### src/rtl/pc_unit_if.sv
// pc_unit_if: control/next-PC bus between control unit and pc_unit.
interface pc_unit_if #(parameter int XLEN = 32);
  logic            pc_en;
  logic [1:0]      sel;
  logic [XLEN-1:0] br_off;
  logic [25:0]     j_target;
  logic [XLEN-1:0] jr_addr;
  logic            exc_req;
  logic [4:0]      exc_code;
  logic            eret;
  logic [XLEN-1:0] pc;
  logic [XLEN-1:0] pc_plus4;
  logic [XLEN-1:0] epc;
  logic [4:0]      cause;
  logic            in_exc;
  logic            exc_nested;
  logic            addr_err;
  modport master (
    output pc_en, sel, br_off, j_target, jr_addr, exc_req, exc_code, eret,
    input  pc, pc_plus4, epc, cause, in_exc, exc_nested, addr_err
  );
  modport slave (
    input  pc_en, sel, br_off, j_target, jr_addr, exc_req, exc_code, eret,
    output pc, pc_plus4, epc, cause, in_exc, exc_nested, addr_err
  );
endinterface

### src/rtl/pc_unit.sv
// pc_unit: MIPS program counter with branch/jump/jr, wrap, stall and EPC/cause exceptions.
// Optional misaligned-redirect trap enabled by defining PC_ALIGN_CHK_EN.
module pc_unit #(
  parameter int              XLEN       = 32,
  parameter logic [XLEN-1:0] RESET_VEC  = XLEN'(32'h00000000),
  parameter logic [XLEN-1:0] EXC_VEC    = XLEN'(32'h00000100),
  parameter logic [XLEN-1:0] WRAP_LIMIT = XLEN'(32'h00000FFC)
) (
  input logic       clk,
  input logic       rst,
  pc_unit_if.slave  bus
);
  typedef enum logic {RUN, EXC} state_t;
  state_t          state;
  logic [XLEN-1:0] raw;
  logic [XLEN-1:0] nxt;
  logic            mis;
  assign bus.pc_plus4 = bus.pc + XLEN'(4);
  assign bus.in_exc   = state == EXC;
  always_comb begin
    raw = bus.sel == 2'd0 ? bus.pc_plus4 :
          bus.sel == 2'd1 ? bus.pc_plus4 + (bus.br_off << 2) :
          bus.sel == 2'd2 ? {bus.pc_plus4[XLEN-1:28], bus.j_target, 2'b00} :
                            bus.jr_addr;
    nxt = raw >= WRAP_LIMIT ? RESET_VEC : raw;
  end
`ifdef PC_ALIGN_CHK_EN
  assign mis = |nxt[1:0];
`else
  assign mis = 1'b0;
`endif
  // eret and the alignment trap share the else-path so a nested exc_req still falls through
  always_ff @(posedge clk) begin
    if (rst) begin
      bus.pc         <= RESET_VEC;
      bus.epc        <= '0;
      bus.cause      <= '0;
      bus.exc_nested <= 1'b0;
      bus.addr_err   <= 1'b0;
      state          <= RUN;
    end else begin
      bus.addr_err <= 1'b0;
      if (state == RUN && bus.exc_req) begin
        bus.epc   <= bus.pc;
        bus.cause <= bus.exc_code;
        bus.pc    <= EXC_VEC;
        state     <= EXC;
      end else begin
        if (state == EXC && bus.exc_req) bus.exc_nested <= 1'b1;
        if (state == EXC && bus.eret) begin
          bus.pc <= bus.epc;
          state  <= RUN;
        end else if (bus.pc_en && state == RUN && mis) begin
          bus.epc      <= bus.pc;
          bus.cause    <= 5'd4;
          bus.pc       <= EXC_VEC;
          bus.addr_err <= 1'b1;
          state        <= EXC;
        end else if (bus.pc_en) begin
          bus.pc <= nxt;
        end
      end
    end
  end
endmodule

### src/flat_wrapper.sv
// flat-port wrapper written by rule: the top's interface ports become plain ports
module pc_unit_flat 
#(
  parameter int              XLEN       = 32,
  parameter logic [XLEN-1:0] RESET_VEC  = XLEN'(32'h00000000),
  parameter logic [XLEN-1:0] EXC_VEC    = XLEN'(32'h00000100),
  parameter logic [XLEN-1:0] WRAP_LIMIT = XLEN'(32'h00000FFC)
)
  (clk, rst, bus_pc_en, bus_sel, bus_br_off, bus_j_target, bus_jr_addr, bus_exc_req, bus_exc_code, bus_eret, bus_pc, bus_pc_plus4, bus_epc, bus_cause, bus_in_exc, bus_exc_nested, bus_addr_err);
  pc_unit_if #(.XLEN(XLEN)) bus_i ();
  input logic clk;
  input logic rst;
  input wire logic [$bits(bus_i.pc_en)-1:0] bus_pc_en;
  input wire logic [$bits(bus_i.sel)-1:0] bus_sel;
  input wire logic [$bits(bus_i.br_off)-1:0] bus_br_off;
  input wire logic [$bits(bus_i.j_target)-1:0] bus_j_target;
  input wire logic [$bits(bus_i.jr_addr)-1:0] bus_jr_addr;
  input wire logic [$bits(bus_i.exc_req)-1:0] bus_exc_req;
  input wire logic [$bits(bus_i.exc_code)-1:0] bus_exc_code;
  input wire logic [$bits(bus_i.eret)-1:0] bus_eret;
  output wire logic [$bits(bus_i.pc)-1:0] bus_pc;
  output wire logic [$bits(bus_i.pc_plus4)-1:0] bus_pc_plus4;
  output wire logic [$bits(bus_i.epc)-1:0] bus_epc;
  output wire logic [$bits(bus_i.cause)-1:0] bus_cause;
  output wire logic [$bits(bus_i.in_exc)-1:0] bus_in_exc;
  output wire logic [$bits(bus_i.exc_nested)-1:0] bus_exc_nested;
  output wire logic [$bits(bus_i.addr_err)-1:0] bus_addr_err;
  assign bus_i.pc_en = bus_pc_en;
  assign bus_i.sel = bus_sel;
  assign bus_i.br_off = bus_br_off;
  assign bus_i.j_target = bus_j_target;
  assign bus_i.jr_addr = bus_jr_addr;
  assign bus_i.exc_req = bus_exc_req;
  assign bus_i.exc_code = bus_exc_code;
  assign bus_i.eret = bus_eret;
  assign bus_pc = bus_i.pc;
  assign bus_pc_plus4 = bus_i.pc_plus4;
  assign bus_epc = bus_i.epc;
  assign bus_cause = bus_i.cause;
  assign bus_in_exc = bus_i.in_exc;
  assign bus_exc_nested = bus_i.exc_nested;
  assign bus_addr_err = bus_i.addr_err;
  pc_unit #(.XLEN(XLEN), .RESET_VEC(RESET_VEC), .EXC_VEC(EXC_VEC), .WRAP_LIMIT(WRAP_LIMIT)) u_core (.clk(clk), .rst(rst), .bus(bus_i));
endmodule
### config.mk
export PLATFORM = sky130hd
export DESIGN_NAME = pc_unit_flat
export DESIGN_NICKNAME = d
export VERILOG_FILES = /design/src/rtl/pc_unit_if.sv /design/src/rtl/pc_unit.sv /design/src/flat_wrapper.sv
export SDC_FILE = /design/constraint.sdc
export NUM_CORES = 1
export LEC_CHECK = 0
export CAP_MARGIN = 20
export CORE_MARGIN = 8
export CORE_UTILIZATION = 47
export CTS_CLUSTER_DIAMETER = 50
export DETAILED_ROUTE_END_ITERATION = 16
export HOLD_SLACK_MARGIN = 0.15
export PLACE_DENSITY_LB_ADDON = 0.15
export SLEW_MARGIN = 10
export SYNTH_ARGS = -nofsm -noshare
export SYNTH_HDL_FRONTEND = slang
export SYNTH_SLANG_ARGS = --single-unit
### constraint.sdc
create_clock -name clk -period 4.63 [get_ports clk]
set_input_delay 0.463 -clock clk [delete_from_list [all_inputs] [get_ports clk]]
set_output_delay 0.463 -clock clk [all_outputs]
set_load 0.05 [all_outputs]
# Word level (Yosys, flattened, before mapping)
# Cells that the tools add are included.
[word_totals]
reg_bits = 71
latch_bits = 0
ram_bits = 0
rom_bits = 0
output_inout_bits = 104
elab_cells = 31
memories = 0
[op_classes]
add_sub_neg = 2
mul = 0
n_div = 0
n_lt_le_gt_ge = 1
n_eq_ne = 2
shifts = 0
muxes = 9
bitwise_logic = 2
n_reduce_logical = 9
[op_table]
columns = ["operator", "count"]
rows = [
  ["$mux W32", 6],
  ["$add A32 B3 Y32 const B", 1],
  ["$add A32 B32 Y32", 1],
  ["$ge A32 B12 Y1 const B", 1],
  ["$mux W9", 1],
  ["$reduce_bool A2 Y1", 2],
  ["$logic_and A1 B1 Y1", 3],
  ["$reduce_bool A3 Y1", 1],
  ["$eq A2 B1 Y1 const B", 1],
  ["$eq A2 B2 Y1 const B", 1],
  ["$logic_not A2 Y1", 1],
  ["$mux W1", 2],
  ["$not A1 Y1", 2],
  ["$reduce_and A2 Y1", 1],
  ["$reduce_or A2 Y1", 1],
]

# Depth between registers and ports, before layout
# Gate-level depths: netlist of the first run.
[logic_depth]
ltp_word = 9
mapped_depth = 18
ltp_nobuf = 16

# Least setup slack after synthesis of the first run
# Ideal clock, no wire load.
[synth_timing]
path_kind = "reg-to-reg"
from = "register u_core.bus.pc[3]"
to = "register u_core.bus.pc[11]"
setup_time_ns = 0.096
arrival_ns = 5.287
required_ns = 4.534
path_slack_ns = -0.752
path_stages_with_launch = 17
n_path_buf = 1
path_cell_list = "dfxtp_1 ha_1 nand3_1 nor4_4 nand4_2 xnor2_1 ha_1 a21oi_1 o21ai_0 or3_1 o31a_1 a221oi_2 xnor2_1 o2111a_1 a41oi_2 buf_4 o41ai_2"
[synth_between]
elab_chain_len = 8
elab_cells_between_ends = 9
classes_between = "add/sub: 2; order compare: 1; mux: 6"
[synth_rtl]
columns = ["element", "line", "source"]
rows = [
  ["start: declaration", "pc_unit_if.sv:24", "output pc, pc_plus4, epc, cause, in_exc, exc_nested, addr_err"],
  ["start signal: assignment", "pc_unit.sv:51", "bus.pc <= bus.epc;"],
  ["start signal: assignment", "pc_unit.sv:60", "bus.pc <= nxt;"],
  ["$add A32 B3 Y32 *", "pc_unit.sv:18", "assign bus.pc_plus4 = bus.pc + XLEN'(4);"],
  ["net bus_pc_plus4[22]", "flat_wrapper.sv:22", "output wire logic [$bits(bus_i.pc_plus4)-1:0] bus_pc_plus4;"],
  ["$add A32 B32 Y32", "pc_unit.sv:22", "bus.sel == 2'd1 ? bus.pc_plus4 + (bus.br_off << 2) :"],
  ["$mux W32", "pc_unit.sv:22", ""],
  ["$mux W32 *", "pc_unit.sv:21", "raw = bus.sel == 2'd0 ? bus.pc_plus4 :"],
  ["$ge A32 B12 Y1 *", "pc_unit.sv:25", "nxt = raw >= WRAP_LIMIT ? RESET_VEC : raw;"],
  ["$mux W32 *", "pc_unit.sv:25", ""],
  ["$mux W32 *", "pc_unit.sv:59", "end else if (bus.pc_en) begin"],
  ["$mux W32 *", "pc_unit.sv:50", "if (state == EXC && bus.eret) begin"],
]
# Mark *: on every way through the listed nets, which the timed path passes. The rest lies on a longest branch. The select of a mux whose other input is x is not followed.
# A chain may end at the register's enable or synchronous reset.

# Worst setup path in the final report of the first run
[layout_timing]
from = "register u_core.bus.pc[2]"
to = "register u_core.bus.pc[11]"
[layout_between]
elab_chain_len = 8
elab_cells_between_ends = 9
classes_between = "add/sub: 2; order compare: 1; mux: 6"
[layout_rtl]
columns = ["element", "line"]
rows = [
  ["$add A32 B3 Y32 *", "pc_unit.sv:18"],
  ["$add A32 B32 Y32 / $mux W32 (equally long branches)", "pc_unit.sv:22, pc_unit.sv:23"],
  ["$mux W32", "pc_unit.sv:22"],
  ["$mux W32 *", "pc_unit.sv:21"],
  ["$ge A32 B12 Y1", "pc_unit.sv:25"],
  ["$mux W32 *", "pc_unit.sv:25"],
  ["$mux W32 *", "pc_unit.sv:59"],
  ["$mux W32 *", "pc_unit.sv:50"],
]
# Every way passes the cells marked *; elsewhere a longest branch is shown, timed or not. The select of a mux whose other input is x is not followed.

==> qor.txt, run 1 <==
run status: completed
total wire length: 22,400 um
GP Congestion: 0.969
Seq/Total Area, Yosys: 0.239
final-report max-slew violation count: 0
worst setup margin: 242 ps
CTS max path bufs: 2
R2R setup slack: 240 ps
Sink Count: 71
hold_sp: u_core.bus.cause[3]
CP startpoint kind: register
Yosys cell types: 80
later-pin clock latency in the skew report: 330 ps
Avg WL per Cell: 19.2 um
vias in the first global route: 6,489
largest family of logic cells by synthesized area: simple AND/OR/NAND/NOR gates
Req. time, crit path: 4850 ps
DP HPWL: 17,300 um
row count: 41
largest net degree at the start of global routing: 43
Compound-Gate Fraction of Synth Area: 0.256
post-synthesis mux area share: 0.0343
Iter 0 DRT Violations: 562
Reg clk slew, reported paths: 60 ps
CP cell instances: ha_1, nand3_2, nor4_4, buf_4, nand4_4, xnor2_4, ha_1, buf_4, nand2_1, o21ai_0, or3_1, o31a_1, a221oi_2, xnor2_1, o2111a_1, a41oi_2, buf_4, o41ai_2
Worst EP arrival: 4610 ps
FF-to-FF End: u_core.bus.pc[11]
crit-path most repeated cell: buf_4
pwr dens: 203 mW/mm^2
Die H: 129 um
via count: 6,763
die width: 129 um
post-synthesis cell area: 0.00595 mm^2
syn nets: 925
Layout Skew: 7.26 ps
Worst Setup EP: u_core.bus.pc[11]
global route overflow: 0
Synth Area in Adders: 0.0686
Die Area: 0.0165 mm^2
Largest stage delay, worst path: 410 ps
CTS Buf Count: 9
Crit. Startpoint: u_core.bus.pc[2]
total track usage: 0.260
Worst Hold Class: register to register
yosys warns: 0
Buffers & Inverters on Critical Path: 3
EDFF count, synth: 0
setup tns final: 0 ps
worst-margin pin slew: 1070 ps
final critical-path required period: 4390 ps
stages on the worst setup path: 18
crit share post-route: 0.948
root buffer cell: clkbuf_16
H-tree depth: 3
total placed cells including tap cells: 1,145
Core Box Area: 0.0125 mm^2
first-pass GRT wire length: 34,400 um
area growth from synthesis to layout: 48.1%
TritonCTS clock tree: yes
antenna violations before repair: 0
Final Hold Fails: 0
post-synthesis async set-or-reset flop share: 0
max cap viols: 0
#FFs+latches synth: 71
total power: 1.79 mW
R2R cell count: 18
crit end category: register
synthesized netlist cell count: 791
io pins: 206
top_reg_cell synth: dfxtp_1
Setup violations, final: 0
XOR/XNOR Fraction of Synth Area: 0.0736
Worst slew margin: 0.286
share of layout cells above drive strength 1: 0.118
Pleak: 3.36 nW
fin cells: 1,164
DP Worst Slack: 73.9 ps
final core utilization: 0.707
IO buf count: 202
Initial Utilization: 0.477
Antenna Cells: 0
Mapped Avg Cell Area: 7.52 um^2
1st-pass router iterations: 5
Critical Path Fanout Max: 12
Via density: 5.81
FMAX: 228 MHz
Final nets: 1,121
drt drc: 0
Critical R2R Launch: u_core.bus.pc[2]
Slowest cell on crit path: or3_1
simple-gate area share of the yosys netlist: 0.276
Post-DRT Antenna Nets: 0
top cell family by delay on the critical path: compound AO/OA/AOI/OAI gates
critical path class: register to register
worst vdd ir: 0.290 mV
## timing repair
| action | CTS | global route |
|---|---|---|
| hold buffers | 0 | 0 |
| setup endpoints to repair | 0 | 12 |
| resized for setup | 0 | 3 |
| setup buffers | 0 | 3 |
## tightest hold or removal path, delay by kind of cell (launching register included)
kind	cells	cell delay, ps
and+or+nand+nor	1	50
DFF	1	300
AOI/OAI and AO/OA	1	50
## cells by family after synthesis
group / after synthesis
multiplexers: 15
flip-flops: 71
adder cells (fa/ha/maj): 32
AO/OA/AOI/OAI: 223
other: 1
XOR/XNOR: 50
buffers and inverters: 74
AND/OR/NAND/NOR: 325
## power breakdown
group          internal (mW)  total (mW)  leakage [nW]  switching [mW]
Clock                  0.517       0.773         0.171           0.256
Sequential             0.616       0.625         0.583         0.00877
Combinational          0.174       0.390          2.60           0.216
Total                   1.31        1.79          3.36           0.481
## layout make-up
type | count | area [um^2]
inverter | 26 | 97.6
clock buffer | 11 | 264
timing repair buffer | 233 | 2250
tap | 172 | 215
sequential | 71 | 1450
fill | 1028 | 3650
multi-input combinational | 646 | 4450
clock inverter | 5 | 76.3
## through the flow
stage | hold slack, ps | cell area (um^2)
5_1_grt | 475 | 8810
4_1_cts | 453 | 8780
3_3_place_gp | 441 | 8440
6_report | 451 | 8810
3_5_place_dp | 447 | 8440
2_1_floorplan | 567 | 6200
## worst min path at each step
stage / slack, ps / depth (start not counted) / to
final: 450 / 2 / u_core.bus.cause[3]
after global placement: 440 / 2 / u_core.bus.cause[3]
after detailed placement: 450 / 2 / u_core.bus.cause[2]
after CTS: 450 / 2 / u_core.bus.cause[2]
after global routing: 470 / 2 / u_core.bus.cause[3]
after floorplan: 570 / 2 / u_core.bus.epc[3]
## placed cells by master (no fill, tap or decap), types with 4 or more instances in the layout
cell type	n
mux2i_1	8
buf_4	31
or3_1	4
o41ai_2	7
and3_1	9
dfxtp_4	5
ha_1	31
mux4_2	4
dfxtp_1	55
a21o_1	11
clkbuf_16	10
and2_1	4
o221ai_1	6
nand2b_1	7
o21ai_1	4
nand3_1	18
xnor2_2	4
a211oi_1	9
xor2_1	12
a21oi_1	99
xnor2_4	7
inv_1	25
nand2_1	156
nor3_1	14
nor2_1	41
clkdlybuf4s50_1	202
dfxtp_2	11
nor2b_1	7
o32ai_1	4
nand4_1	12
nor4_1	6
o21ai_0	26
xnor2_1	24
nand3b_1	21
o211ai_1	9
## routing by layer
layer / vias up / global-route usage / share of wire
li1: 3253 / - / -
met1: 3178 / 0.331 / 0.42
met2: 311 / 0.440 / 0.48
met3: 21 / 0.0542 / 0.090
met4: 0 / 0.0587 / 0.012
met5: - / 0 / 0
## registers in the layout, summed over array words and instances, names as in the netlist
| register | flops |
|---|---|
| u_core.bus.pc | 32 |
| u_core.bus.in_exc | 1 |
| u_core.bus.cause | 5 |
| u_core.bus.epc | 32 |
| u_core.bus.exc_nested | 1 |
## Yosys cell counts (8+ instances only)
cell type | count | area (um^2)
and3_1 | 9 | 56.3
a211oi_1 | 9 | 67.6
a21oi_1 | 100 | 500
a21o_1 | 11 | 82.6
xor2_1 | 15 | 131
clkbuf_1 | 31 | 116
o211ai_1 | 9 | 67.6
nor3_1 | 14 | 70.1
dfxtp_1 | 71 | 1420
o21ai_0 | 26 | 130
ha_1 | 31 | 388
inv_1 | 25 | 93.8
mux2i_1 | 8 | 80.1
nor2_1 | 43 | 161
nand3_1 | 19 | 95.1
nor2b_1 | 8 | 50.1
nand4_1 | 12 | 75.1
nand3b_1 | 21 | 158
xnor2_1 | 35 | 307
nand2_1 | 156 | 586
Note: power is estimated with default switching activity, not from simulation.
==> run 2: changes to the inputs <==
CTS_CLUSTER_DIAMETER = unset   (was 50)
==> results of run 2 <==
Final layout, timing and power as in run 1 (identical DEF).
